`src/rtl/pi_loop_sequencer_pkg.sv`:
```
// rtl/pi_loop_sequencer_pkg.sv - FSM encodings and DAC range helpers for the PI loop sequencer
package pi_loop_sequencer_pkg;

    localparam logic [1:0] ST_IDLE  = 2'd0;
    localparam logic [1:0] ST_WAIT  = 2'd1;
    localparam logic [1:0] ST_APPLY = 2'd2;
    localparam logic [1:0] ST_SEND  = 2'd3;

    // Largest positive DAC code for a signed word of width w
    function automatic logic signed [63:0] dac_max(input int w);
        return (64'sd1 <<< (w - 1)) - 64'sd1;
    endfunction

    // Most negative DAC code for a signed word of width w
    function automatic logic signed [63:0] dac_min(input int w);
        return -(64'sd1 <<< (w - 1));
    endfunction

endpackage

```
`src/rtl/pi_saturate.sv`:
```
// rtl/pi_saturate.sv - arithmetic right shift followed by a signed clip to [lo, hi]
module pi_saturate #(
    parameter int WIDTH = 32,
    parameter int SHIFT = 0
) (
    input  logic signed [WIDTH-1:0] din,
    input  logic signed [WIDTH-1:0] lo,
    input  logic signed [WIDTH-1:0] hi,
    output logic signed [WIDTH-1:0] value,
    output logic                    clipped
);

    logic signed [WIDTH-1:0] shifted;

    // Shift first so the clip limits apply to the scaled value
    always_comb begin
        shifted = din >>> SHIFT;
        value   = shifted;
        clipped = 1'b0;
        if (shifted > hi) begin
            value   = hi;
            clipped = 1'b1;
        end else if (shifted < lo) begin
            value   = lo;
            clipped = 1'b1;
        end
    end

endmodule

```
`src/rtl/pi_loop_sequencer.sv`:
```
// rtl/pi_loop_sequencer.sv - sample-rate sequencer around the external pd_pipeline block
module pi_loop_sequencer
    import pi_loop_sequencer_pkg::*;
#(
    parameter int                 INPUT_WIDTH    = 18,
    parameter int                 OUTPUT_WIDTH   = 32,
    parameter int                 DAC_WIDTH      = 20,
    parameter int                 PIPE_LATENCY   = 4,
    parameter int                 SHIFT          = 0,
    parameter logic signed [63:0] INTEGRAL_LIMIT = 64'sd1073741823
) (
    input  logic                    clk,
    input  logic                    rst_L,
    input  logic                    enable,
    input  logic                    integral_clear,
    input  logic [INPUT_WIDTH-1:0]  setpoint,
    input  logic [INPUT_WIDTH-1:0]  kp,
    input  logic [INPUT_WIDTH-1:0]  ki,
    input  logic [INPUT_WIDTH-1:0]  sample,
    input  logic                    sample_valid,
    output logic                    sample_ready,
    output logic [INPUT_WIDTH-1:0]  pl_actual,
    output logic [INPUT_WIDTH-1:0]  pl_setpoint,
    output logic [INPUT_WIDTH-1:0]  pl_kp,
    output logic [INPUT_WIDTH-1:0]  pl_ki,
    output logic [OUTPUT_WIDTH-1:0] pl_integral_input,
    input  logic [OUTPUT_WIDTH-1:0] pl_integral_result,
    input  logic [OUTPUT_WIDTH-1:0] pl_pd_result,
    output logic [DAC_WIDTH-1:0]    dac_value,
    output logic                    dac_valid,
    input  logic                    dac_ready,
    output logic                    saturated,
    output logic                    busy
);

    localparam logic signed [63:0]             DAC_MAX_W = dac_max(DAC_WIDTH);
    localparam logic signed [63:0]             DAC_MIN_W = dac_min(DAC_WIDTH);
    localparam logic signed [OUTPUT_WIDTH-1:0] DAC_MAX   = DAC_MAX_W[OUTPUT_WIDTH-1:0];
    localparam logic signed [OUTPUT_WIDTH-1:0] DAC_MIN   = DAC_MIN_W[OUTPUT_WIDTH-1:0];
    localparam logic signed [OUTPUT_WIDTH-1:0] INT_MAX   = INTEGRAL_LIMIT[OUTPUT_WIDTH-1:0];
    localparam logic signed [OUTPUT_WIDTH-1:0] INT_MIN   = -INT_MAX;
    localparam logic [7:0]                     CNT_LAST  = 8'(PIPE_LATENCY - 1);

    logic [1:0]                     state;
    logic [7:0]                     cnt;
    logic signed [OUTPUT_WIDTH-1:0] integral_q;
    logic signed [OUTPUT_WIDTH-1:0] dac_sat;
    logic                           dac_clipped;
    logic signed [OUTPUT_WIDTH-1:0] int_next;
    logic                           int_clamp_unused;
    logic                           clip_high;
    logic                           clip_low;
    logic                           windup_hold;

    pi_saturate #(
        .WIDTH (OUTPUT_WIDTH),
        .SHIFT (SHIFT)
    ) u_dac_sat (
        .din     (pl_pd_result),
        .lo      (DAC_MIN),
        .hi      (DAC_MAX),
        .value   (dac_sat),
        .clipped (dac_clipped)
    );

    pi_saturate #(
        .WIDTH (OUTPUT_WIDTH),
        .SHIFT (0)
    ) u_int_clamp (
        .din     (pl_integral_result),
        .lo      (INT_MIN),
        .hi      (INT_MAX),
        .value   (int_next),
        .clipped (int_clamp_unused)
    );

    assign sample_ready      = (state == ST_IDLE) && enable;
    assign dac_valid         = (state == ST_SEND);
    assign busy              = (state != ST_IDLE);
    assign pl_integral_input = integral_q;

    // A clip to the max code can only be the high rail since DAC_MIN != DAC_MAX
    // Anti-windup: refuse integral moves that would push further into the active rail
    always_comb begin
        clip_high   = dac_clipped && (dac_sat == DAC_MAX);
        clip_low    = dac_clipped && !clip_high;
        windup_hold = (clip_high && (int_next > integral_q)) ||
                      (clip_low  && (int_next < integral_q));
    end

    // Sequencer FSM, pipeline input holding, DAC output and integral state
    always_ff @(posedge clk) begin
        if (!rst_L) begin
            state       <= ST_IDLE;
            cnt         <= '0;
            pl_actual   <= '0;
            pl_setpoint <= '0;
            pl_kp       <= '0;
            pl_ki       <= '0;
            integral_q  <= '0;
            dac_value   <= '0;
            saturated   <= 1'b0;
        end else begin
            case (state)
                ST_IDLE: begin
                    if (sample_valid && enable) begin
                        pl_actual   <= sample;
                        pl_setpoint <= setpoint;
                        pl_kp       <= kp;
                        pl_ki       <= ki;
                        cnt         <= '0;
                        state       <= ST_WAIT;
                    end
                end
                ST_WAIT: begin
                    cnt <= cnt + 8'd1;
                    if (cnt == CNT_LAST) begin
                        state <= ST_APPLY;
                    end
                end
                ST_APPLY: begin
                    dac_value <= dac_sat[DAC_WIDTH-1:0];
                    saturated <= dac_clipped;
                    if (!windup_hold) begin
                        integral_q <= int_next;
                    end
                    state <= ST_SEND;
                end
                ST_SEND: begin
                    if (dac_ready) begin
                        state <= ST_IDLE;
                    end
                end
                default: state <= ST_IDLE;
            endcase
            // Clear wins over any same-cycle writeback
            if (integral_clear) begin
                integral_q <= '0;
            end
        end
    end

endmodule
```
`config.mk`:
```
export PLATFORM = sky130hd
export DESIGN_NAME = pi_loop_sequencer
export DESIGN_NICKNAME = d
export VERILOG_FILES = /design/src/rtl/pi_loop_sequencer_pkg.sv /design/src/rtl/pi_saturate.sv /design/src/rtl/pi_loop_sequencer.sv
export SDC_FILE = /design/constraint.sdc
export NUM_CORES = 1
export LEC_CHECK = 0
export CORE_MARGIN = 8
export CORE_UTILIZATION = 55
export CTS_CLUSTER_DIAMETER = 40
export CTS_CLUSTER_SIZE = 24
export DETAILED_ROUTE_END_ITERATION = 8
export PLACE_DENSITY = 0.88
export SETUP_SLACK_MARGIN = 0.4
export SLEW_MARGIN = 0
export SYNTH_ARGS = -nofsm -noshare
export SYNTH_HDL_FRONTEND = slang
export SYNTH_HIERARCHICAL = 1
export SYNTH_SLANG_ARGS = --single-unit
```
`constraint.sdc`:
```
create_clock -name clk -period 6.51 [get_ports clk]
set_input_delay 0.651 -clock clk [delete_from_list [all_inputs] [get_ports clk]]
set_output_delay 0.651 -clock clk [all_outputs]
set_load 0.05 [all_outputs]
```
After elaboration in Yosys (flattened, before gate mapping)

Cells that the tools add are included.
W data, S select, Z words.

Register bits: 135
Input bits: 142
Output and inout bits: 128
Word-level logic and storage cells: 54

Add/sub/neg operators: 1
Magnitude comparators: 6
Equal/unequal tests: 8
Muxes and demuxes: 12
Bitwise operators: 2
Reduce and logical (&&, ||, !) cells: 16

Operator list:

| cell                   | number |
|---|---|
| $mux W32               | 4 |
| $eq A32 B20 Y1 const B | 1 |
| $gt A32 B20 Y1 const B | 1 |
| $gt A32 B31 Y1 const B | 1 |
| $gt A32 B32 Y1         | 1 |
| $lt A32 B20 Y1 const B | 1 |
| $lt A32 B31 Y1 const B | 1 |
| $lt A32 B32 Y1         | 1 |
| $pmux W8 S2            | 1 |
| $add A8 B1 Y8 const B  | 1 |
| $eq A8 B2 Y1 const B   | 1 |
| $mux W8                | 1 |
| $pmux W2 S4            | 1 |
| $logic_and A1 B1 Y1    | 6 |
| $mux W2                | 3 |
| $reduce_and A2 Y1      | 3 |
| $eq A2 B2 Y1 const B   | 2 |
| $ne A2 B1 Y1 const B   | 2 |
| $reduce_bool A2 Y1     | 2 |
| $reduce_and A3 Y1      | 1 |
| $eq A2 B1 Y1 const B   | 1 |
| $logic_not A2 Y1       | 1 |
| $mux W1                | 2 |
| $ne A2 B2 Y1 const B   | 1 |
| other kinds (4)        | 5 |

Depth between registers and ports, before layout

Depth after elaboration: 11
Gate-level depth with buffers: 20
Depth with buffers taken out: 18

Cells and area by module

The synthesis kept the hierarchy.

Modules (own cells, without submodules):

| module            | instances | cells each | area each (um^2) | sequential area each (um^2) |
|---|---|---|---|---|
| pi_loop_sequencer | 1         | 712        | 6,182.2          | 2,702.6 |
| pi_saturate       | 2         | 382        | 2,433.6          | 0.0 |

Worst setup path after synthesis

No wires, ideal clock.

Path type: input -> register
Start: input pl_integral_result[1]
End: register integral_q[10] (netlist: pl_integral_input[10])
Setup time: 0.119 ns
Arrival: 4.401 ns
Data required time: 6.391 ns
Slack: 1.990 ns
Stages on the path: 19
Buffers on the path: 3
Path through: ha_1 -> nor2b_1 -> o211ai_1 -> a21oi_1 -> a211o_1 -> a211oi_2 -> or2_1 -> buf_4 -> clkbuf_1 -> a31oi_1 -> ha_1 -> a21oi_2 -> o21ai_1 -> a221o_1 -> a2111oi_4 -> a22o_2 -> nand3_4 -> buf_12 -> mux2i_1

Word-level cells in the longest chain between the ends: 8
Elaborated cells between the ends (all ways): 11
Those cells by class: order compare: 4; mux: 2; bitwise: 1; reduce/logical: 4

Ends and longest elaborated chain:

| item                                                    | line                                             | text |
|---|---|---|
| start, declared                                         | pi_loop_sequencer.sv:27                          | `input logic [OUTPUT_WIDTH-1:0] pl_integral_result,` |
| $lt A32 B31 Y1                                          | pi_saturate.sv:23                                | `end else if (shifted < lo) begin` |
| $mux W32                                                | pi_saturate.sv:23                                |  |
| $mux W32 (*)                                            | pi_saturate.sv:20                                | `if (shifted > hi) begin` |
| net int_next[19]                                        | pi_loop_sequencer.sv:49                          | `logic signed [OUTPUT_WIDTH-1:0] int_next;` |
| $gt A32 B32 Y1 / $lt A32 B32 Y1 (equally long branches) | pi_loop_sequencer.sv:87, pi_loop_sequencer.sv:88 |  |
| $logic_and A1 B1 Y1, on equally long branches           | pi_loop_sequencer.sv:87, pi_loop_sequencer.sv:88 |  |
| $logic_or A1 B1 Y1 (*)                                  | pi_loop_sequencer.sv:87                          | `windup_hold = (clip_high && (int_next > integral_q)) \|\|` |
| $not A1 Y1 (no source line) (*)                         | -                                                |  |
| $reduce_and A2 Y1 (no source line) (*)                  | -                                                |  |
| end signal, assigned                                    | pi_loop_sequencer.sv:125                         | `integral_q <= int_next;` |
| end, declared                                           | pi_loop_sequencer.sv:46                          | `logic signed [OUTPUT_WIDTH-1:0] integral_q;` |

Mark *: on every way through the listed nets, which the timed path passes. The rest lies on a longest branch.
A chain may end at the register's enable or synchronous reset.

Final worst setup path

Start: input pl_pd_result[13]
End: register integral_q[4] (netlist: pl_integral_input[4])

Word-level cells in the longest chain between the ends: 11
Elaborated cells between the ends (all ways): 15
Those cells by class: order compare: 2; eq/ne: 1; mux: 4; bitwise: 1; reduce/logical: 7

Ends and longest elaborated chain:

| item                                   | line                    | text |
|---|---|---|
| start, declared                        | pi_loop_sequencer.sv:28 | `input logic [OUTPUT_WIDTH-1:0] pl_pd_result,` |
| $lt A32 B20 Y1                         | pi_saturate.sv:23       |  |
| $mux W32                               | pi_saturate.sv:23       |  |
| $mux W32 (*)                           | pi_saturate.sv:20       |  |
| net dac_sat[18]                        | pi_loop_sequencer.sv:47 | `logic signed [OUTPUT_WIDTH-1:0] dac_sat;` |
| $eq A32 B20 Y1 (*)                     | pi_loop_sequencer.sv:85 | `clip_high = dac_clipped && (dac_sat == DAC_MAX);` |
| $logic_and A1 B1 Y1 (*)                | pi_loop_sequencer.sv:85 |  |
| $logic_not A1 Y1                       | pi_loop_sequencer.sv:86 | `clip_low = dac_clipped && !clip_high;` |
| $logic_and A1 B1 Y1                    | pi_loop_sequencer.sv:86 |  |
| $logic_and A1 B1 Y1                    | pi_loop_sequencer.sv:88 | `(clip_low && (int_next < integral_q));` |
| $logic_or A1 B1 Y1 (*)                 | pi_loop_sequencer.sv:87 |  |
| $not A1 Y1 (no source line) (*)        | -                       |  |
| $reduce_and A2 Y1 (no source line) (*) | -                       |  |

Marked as above.

==> impl_table.tex <==
\begin{tabular}{lr}
\hline
Metric & Value \\
\hline
\multicolumn{2}{l}{\textbf{Status}} \\
Result of the run & finished, final reports clean \\
\multicolumn{2}{l}{\textbf{Route}} \\
Antenna Violating Nets Remaining & 0 \\
Routed wire length per instance & 15.1 µm \\
Detailed-route via count & 11.6k \\
Ratio of routed vias to standard cells & 5.19 \\
First-pass iteration count of the detailed router & 6 \\
Number of DRC markers after the initial detailed-route iteration & 645 \\
Remaining DRCs & 0 \\
Total Wirelength & 33.8 mm \\
\multicolumn{2}{l}{\textbf{Clocking}} \\
Clock transition at the register clock pins on the worst setup and hold paths after CTS & 0.06 ns \\
CTS buffer count & 17 \\
Total number of H-tree levels & 4 \\
Source-to-sink clock delay at the later pin of the worst-skew pair & 0.42 ns \\
Cts repair resizes & 0 \\
Post CTS Setup Buffer Count & 0 \\
CTS root buffer & clkbuf\_16 \\
Maximum root-to-sink buffer count & 2 \\
CTS tree & done \\
Cts-stage hold buffer count & 0 \\
Number of sinks driven by the clock tree & 135 \\
\multicolumn{2}{l}{\textbf{GRT}} \\
Met2 demand-to-capacity share in global routing & 47.4\% \\
Global-route met3 utilization & 7.02\% \\
Gr usage total & 26.6\% \\
Antenna violations before repair & 0 \\
GR Util met1 & 29.2\% \\
Global-route wire length before repair & 53.4 mm \\
Total overflow reported by the global router & 0 \\
Number of global-route vias before repair & 11.0k \\
Top Usage Layer GRT & met2 \\
Maximum number of pins on one net before global-route repair & 100 \\
\multicolumn{2}{l}{\textbf{Yosys}} \\
Number of standard cells after synthesis & 1475 \\
Synth Warn \# & 6 \\
Mean area per synthesized cell & 7.49 µm² \\
Cell area after synthesis & 11000 µm² \\
\multicolumn{2}{l}{\textbf{Critical path}} \\
Total stage count of the critical path & 17 \\
Element type at the critical path start & input port \\
Slowest-stage cell, CP & o21a\_1 \\
Number of cells traversed by the worst register-to-register path & 10 \\
Most common cell type on the critical path & nand4\_1 \\
Crit Path Class & input port to register \\
Slowest stage delay, CP & 0.79 ns \\
Signal arrival time at the worst endpoint & 6.12 ns \\
Worst-path cell chain & clkdlybuf4s50\_1, ha\_1, nand4\_1, nor4\_1, a311oi\_1, a21oi\_1, o21a\_1, o21ai\_0, a31oi\_1, nand4\_1, nor4\_1, nand4\_1, a311o\_1, a22o\_2, nand3\_4, buf\_12, mux2i\_1 \\
Family with the most delay on the worst path & compound AO/OA/AOI/OAI gates \\
R2r startpoint & pl\_integral\_input[19] \\
Count of buffer and inverter cells on the critical path & 2 \\
Crit path to & pl\_integral\_input[4] \\
Capturing point of the worst reg2reg path & pl\_integral\_input[4] \\
Critical Path Source & pl\_pd\_result[13] \\
Kind of capture point of the worst setup path & register \\
Max FO, Critical Path & 32 \\
Critical path data required time & 6.85 ns \\
Reg-to-reg setup timing slack & 3.66 ns \\
\multicolumn{2}{l}{\textbf{STA}} \\
Maximum operating frequency & 0.173 GHz \\
Transition time at the pin with the least slew margin & 1.19 ns \\
Clk\_skew & 0.00664 ns \\
Final number of max-transition violations & 0 \\
RSZ-0062 raised after global routing & no \\
Final total negative setup slack & 0 ns \\
Ratio of final minimum period to clock period & 88.7\% \\
Setup WS post-layout & 0.734 ns \\
Fin. Hold Viols & 0 \\
Number of endpoints failing setup at the final stage & 0 \\
Post-layout minimum cycle time & 5.78 ns \\
Worst slew margin & 20.9\% \\
\multicolumn{2}{l}{\textbf{Cells and area}} \\
Diodes inserted & 0 \\
Number of inserted filler cells in the final layout & 1449 \\
Fin cells & 2235 \\
Synthesis-to-layout area growth & 39.7\% \\
Nets@finish & 2257 \\
Layout cell share with drive strength beyond 1 & 3.41\% \\
\multicolumn{2}{l}{\textbf{Floorplan}} \\
Starting density of the core & 55.3\% \\
\# rows & 52 \\
Count of pins on the block boundary & 270 \\
Overall die area & 24900 µm² \\
Core footprint & 20000 µm² \\
DIE HEIGHT & 158 µm \\
Width of the die & 158 µm \\
\multicolumn{2}{l}{\textbf{Placed design}} \\
Count of buffers from port buffering & 269 \\
Place WS & 0.437 ns \\
Global placer's final weighted congestion & 0.876 \\
Placed insts & 2203 \\
Post-detailed-placement half-perimeter wirelength & 26.3 mm \\
\multicolumn{2}{l}{\textbf{Power and ir drop}} \\
Switching share of power & 39.7\% \\
Clock group share of total power & 29.2\% \\
PD cells & 231 nW/µm² \\
Share of power burned in combinational logic & 43.6\% \\
Lkg Pwr & 6.98 nW \\
Maximum VDD drop & 0.000154 V \\
Share of power burned in registers & 27.2\% \\
Cell-internal power & 2.14 mW \\
Overall power & 3.56 mW \\
Net switching power & 1.41 mW \\
\multicolumn{2}{l}{\textbf{Min path}} \\
Kind of path behind the tightest hold check & register to register \\
\multicolumn{2}{l}{\textbf{Flow run}} \\
Count of maximum capacitance violations & 0 \\
\hline
\end{tabular}
## power by group through the flow
stage | combinational, mW | sequential [mW] | clock [mW]
floorplan | 0.801 | 1.25 | 0
global placement | 1.49 | 0.980 | 0
detailed placement | 1.52 | 0.983 | 0
CTS | 1.53 | 0.968 | 1.05
global route | 1.69 | 0.977 | 1.08
finish | 1.55 | 0.968 | 1.04
## worst min path at each step
stage | slack, ns | start | cells after the start | endpoint
CTS | 0.47 | pl_setpoint[0] | 2 | pl_setpoint[0]
global route | 0.48 | pl_ki[1] | 2 | pl_ki[1]
global placement | 0.45 | pl_ki[11] | 2 | pl_ki[11]
floorplan | 0.48 | cnt[7] | 2 | cnt[7]
detailed placement | 0.46 | pl_ki[12] | 2 | pl_ki[12]
finish | 0.46 | pl_setpoint[3] | 2 | pl_setpoint[3]
## layout make-up
class	instances	area (µm²)	share of cell area (%)
multi-input combinational	1338	8250	53.5
inverter	171	642	4.16
timing repair buffer	289	2850	18.5
tap	270	338	2.19
sequential	135	2700	17.5
clock inverter	14	199	1.29
clock buffer	18	439	2.85
## metrics by stage
stage / hold slack [ns] / instance area, µm² / utilization (%)
global placement: 0.452 / 14800 / 74.0
floorplan: 0.479 / 12000 / -
global route: 0.481 / 15400 / 77.2
CTS: 0.466 / 15400 / 77.2
finish: 0.464 / 15400 / 77.2
detailed placement: 0.457 / 14800 / 74.0
## routing by layer
| layer | vias up | share of wire [%] |
|---|---|---|
| met5 | - | 0 |
| met1 | 5277 | 39 |
| met3 | 83 | 7.8 |
| met2 | 393 | 49 |
| li1 | 5847 | - |
| met4 | 0 | 4.2 |
## layout by cell type (no fill, tap or decap), types with 3 or more instances in the layout
master and n:
clkbuf_16 17, xor2_1 5, clkdlybuf4s50_1 268, conb_1 256, a32oi_1 3, nor4_1 6
bufinv_16 4, nand2b_1 4, a31oi_1 62, nand4_1 32, clkinv_4 3, nor3_1 71
ha_1 163, a21oi_1 55, o211ai_1 3, o21ai_1 25, o21a_1 3, nand3_1 75
a221o_1 3, a211oi_1 5, buf_4 19, nor2_1 26, and2_1 4, mux2i_1 56
a21boi_0 73, nand2_1 249, a21o_1 14, dfxtp_1 135, a211o_1 3, and4_1 7
inv_1 171, o21ai_0 61, clkinvlp_4 4, nor2b_1 28, a221oi_1 6
## worst min-delay path, cell delays in order (launching register included)
cell	delay, ns
dfxtp_1	0.31
nand2_1	0.05
a21boi_0	0.06
## flip-flops by register name (all words and copies together), names as in the netlist
signal	count
pl_setpoint	18
dac_value	20
pl_ki	18
cnt	8
state	2
pl_kp	18
pl_integral_input	32
saturated	1
pl_actual	18
(Power assumes the default switching activity.)
==> edit (same flow settings) <==
Set the parameter `INPUT_WIDTH` to 20 (it was 18).
--- a/src/rtl/pi_loop_sequencer.sv
+++ b/src/rtl/pi_loop_sequencer.sv
@@ -4,3 +4,3 @@
 #(
-    parameter int                 INPUT_WIDTH    = 18,
+    parameter int                 INPUT_WIDTH    = 20,
     parameter int                 OUTPUT_WIDTH   = 32,
Interface: changed (8 resized); port bits go from 270 to 286. The function was not compared with the original's and may differ.
==> edit against the unedited design <==
- area after synthesis up 2.0%
- worst setup slack better by 0.078 ns
- die area up 1.8%
- worst hold slack worse by 0.0024 ns
- combinational power up 6%
- first-iteration DRC count up 19%
- via count up 2.2%
- design area up 2.0%
- clock power down 12%
- sequential cell count up 8
- sequential share of layout area up 0.68 points
- cell count up 1.9%
- power up 1.1%
- wire length up 3.4%
- critical path type unchanged
- critical endpoint is now pl_integral_input[18]$_SDFFE_PP0P_
- largest cell class unchanged
==> edit: results (changes against the unedited design) <==
The share of cells above drive strength 1 was 0.0319 (-0.00222); the number of input and output port buffers inserted was 285 (+5.9%). The share of the final layout cell area in sequential cells was 0.182 (+0.00682). The run gives 2,308 (+2.3%) as the number of nets in the layout. The run gives 6.03 ns (-0.09 ns) as the arrival time of the worst setup path. The worst ir drop on vdd was 0.187 mV (+22%). The worst clock skew was 0.00597 ns (-0.000674 ns); the peak per-stage delay on the critical path was 0.77 ns (-0.02 ns).

The met2 routed wirelength is 17,300 um (+5.2%). The worst register-to-register path ends at pl_integral_input[18]$_SDFFE_PP0P_. The post-placement cell area was 15,200 sq um (+2.6%). The global-route wire length before repair came out at 56,700 um (+6.2%).

The logs give 0.780 (+0.00748) for the final design utilization and 1,499 (+3.5%) for the number of filler instances in the final layout. Final-layout non-clock buffer area share: 0.190 (+0.00489). The multi-input logic cell count came out at 1,358 (+1.5%). The run gives 5 (-1) as the count of TritonRoute iterations in the first routing pass.

The number of clock sinks came out at 143 (+5.9%). The run finished with clean final reports. The ratio of routed vias to standard cells came out at 5.20 (+0.24%). Met3 global-route usage: 0.0592 (-0.0110). The non-clock buffer instance count of the final layout was 303 (+4.8%); the via count of the routed design was 11,851 (+2.2%).

The logs give 27,500 um (+4.4%) for the final HPWL from detailed placement and 0.479 (+0.00507) for the met2 track demand over resource. The synthesized area per cell was 7.48 sq um (about the same); the internal power summed over all cells was 2.11 mW (-1.6%). Cell leakage power: 7.11 nW (+1.8%). Worst hold endpoint: pl_actual[1]$_SDFFE_PN0P_. The transition time at the pin with the least slew margin is 0.899 ns (-0.287 ns).
[edit: power groups by stage]
stage / clock, mW / sequential (mW) / combinational [mW]
2_1_floorplan: 0 / 1.35 / 0.813
3_3_place_gp: 0 / 1.04 / 1.58
3_5_place_dp: 0 / 1.05 / 1.61
4_1_cts: 0.932 / 1.03 / 1.63
5_1_grt: 0.980 / 1.04 / 1.79
6_report: 0.920 / 1.03 / 1.64
[edit: worst max path at each step]
stage / to / slack, ns
4_1_cts: pl_integral_input[18]$_SDFFE_PP0P_ / 0.84
6_report: pl_integral_input[18]$_SDFFE_PP0P_ / 0.81
2_1_floorplan: pl_integral_input[10]$_SDFFE_PP0P_ / 2.03
3_3_place_gp: pl_integral_input[5]$_SDFFE_PP0P_ / 0.57
3_5_place_dp: pl_integral_input[18]$_SDFFE_PP0P_ / 0.39
5_1_grt: pl_integral_input[3]$_SDFFE_PP0P_ / 0.43
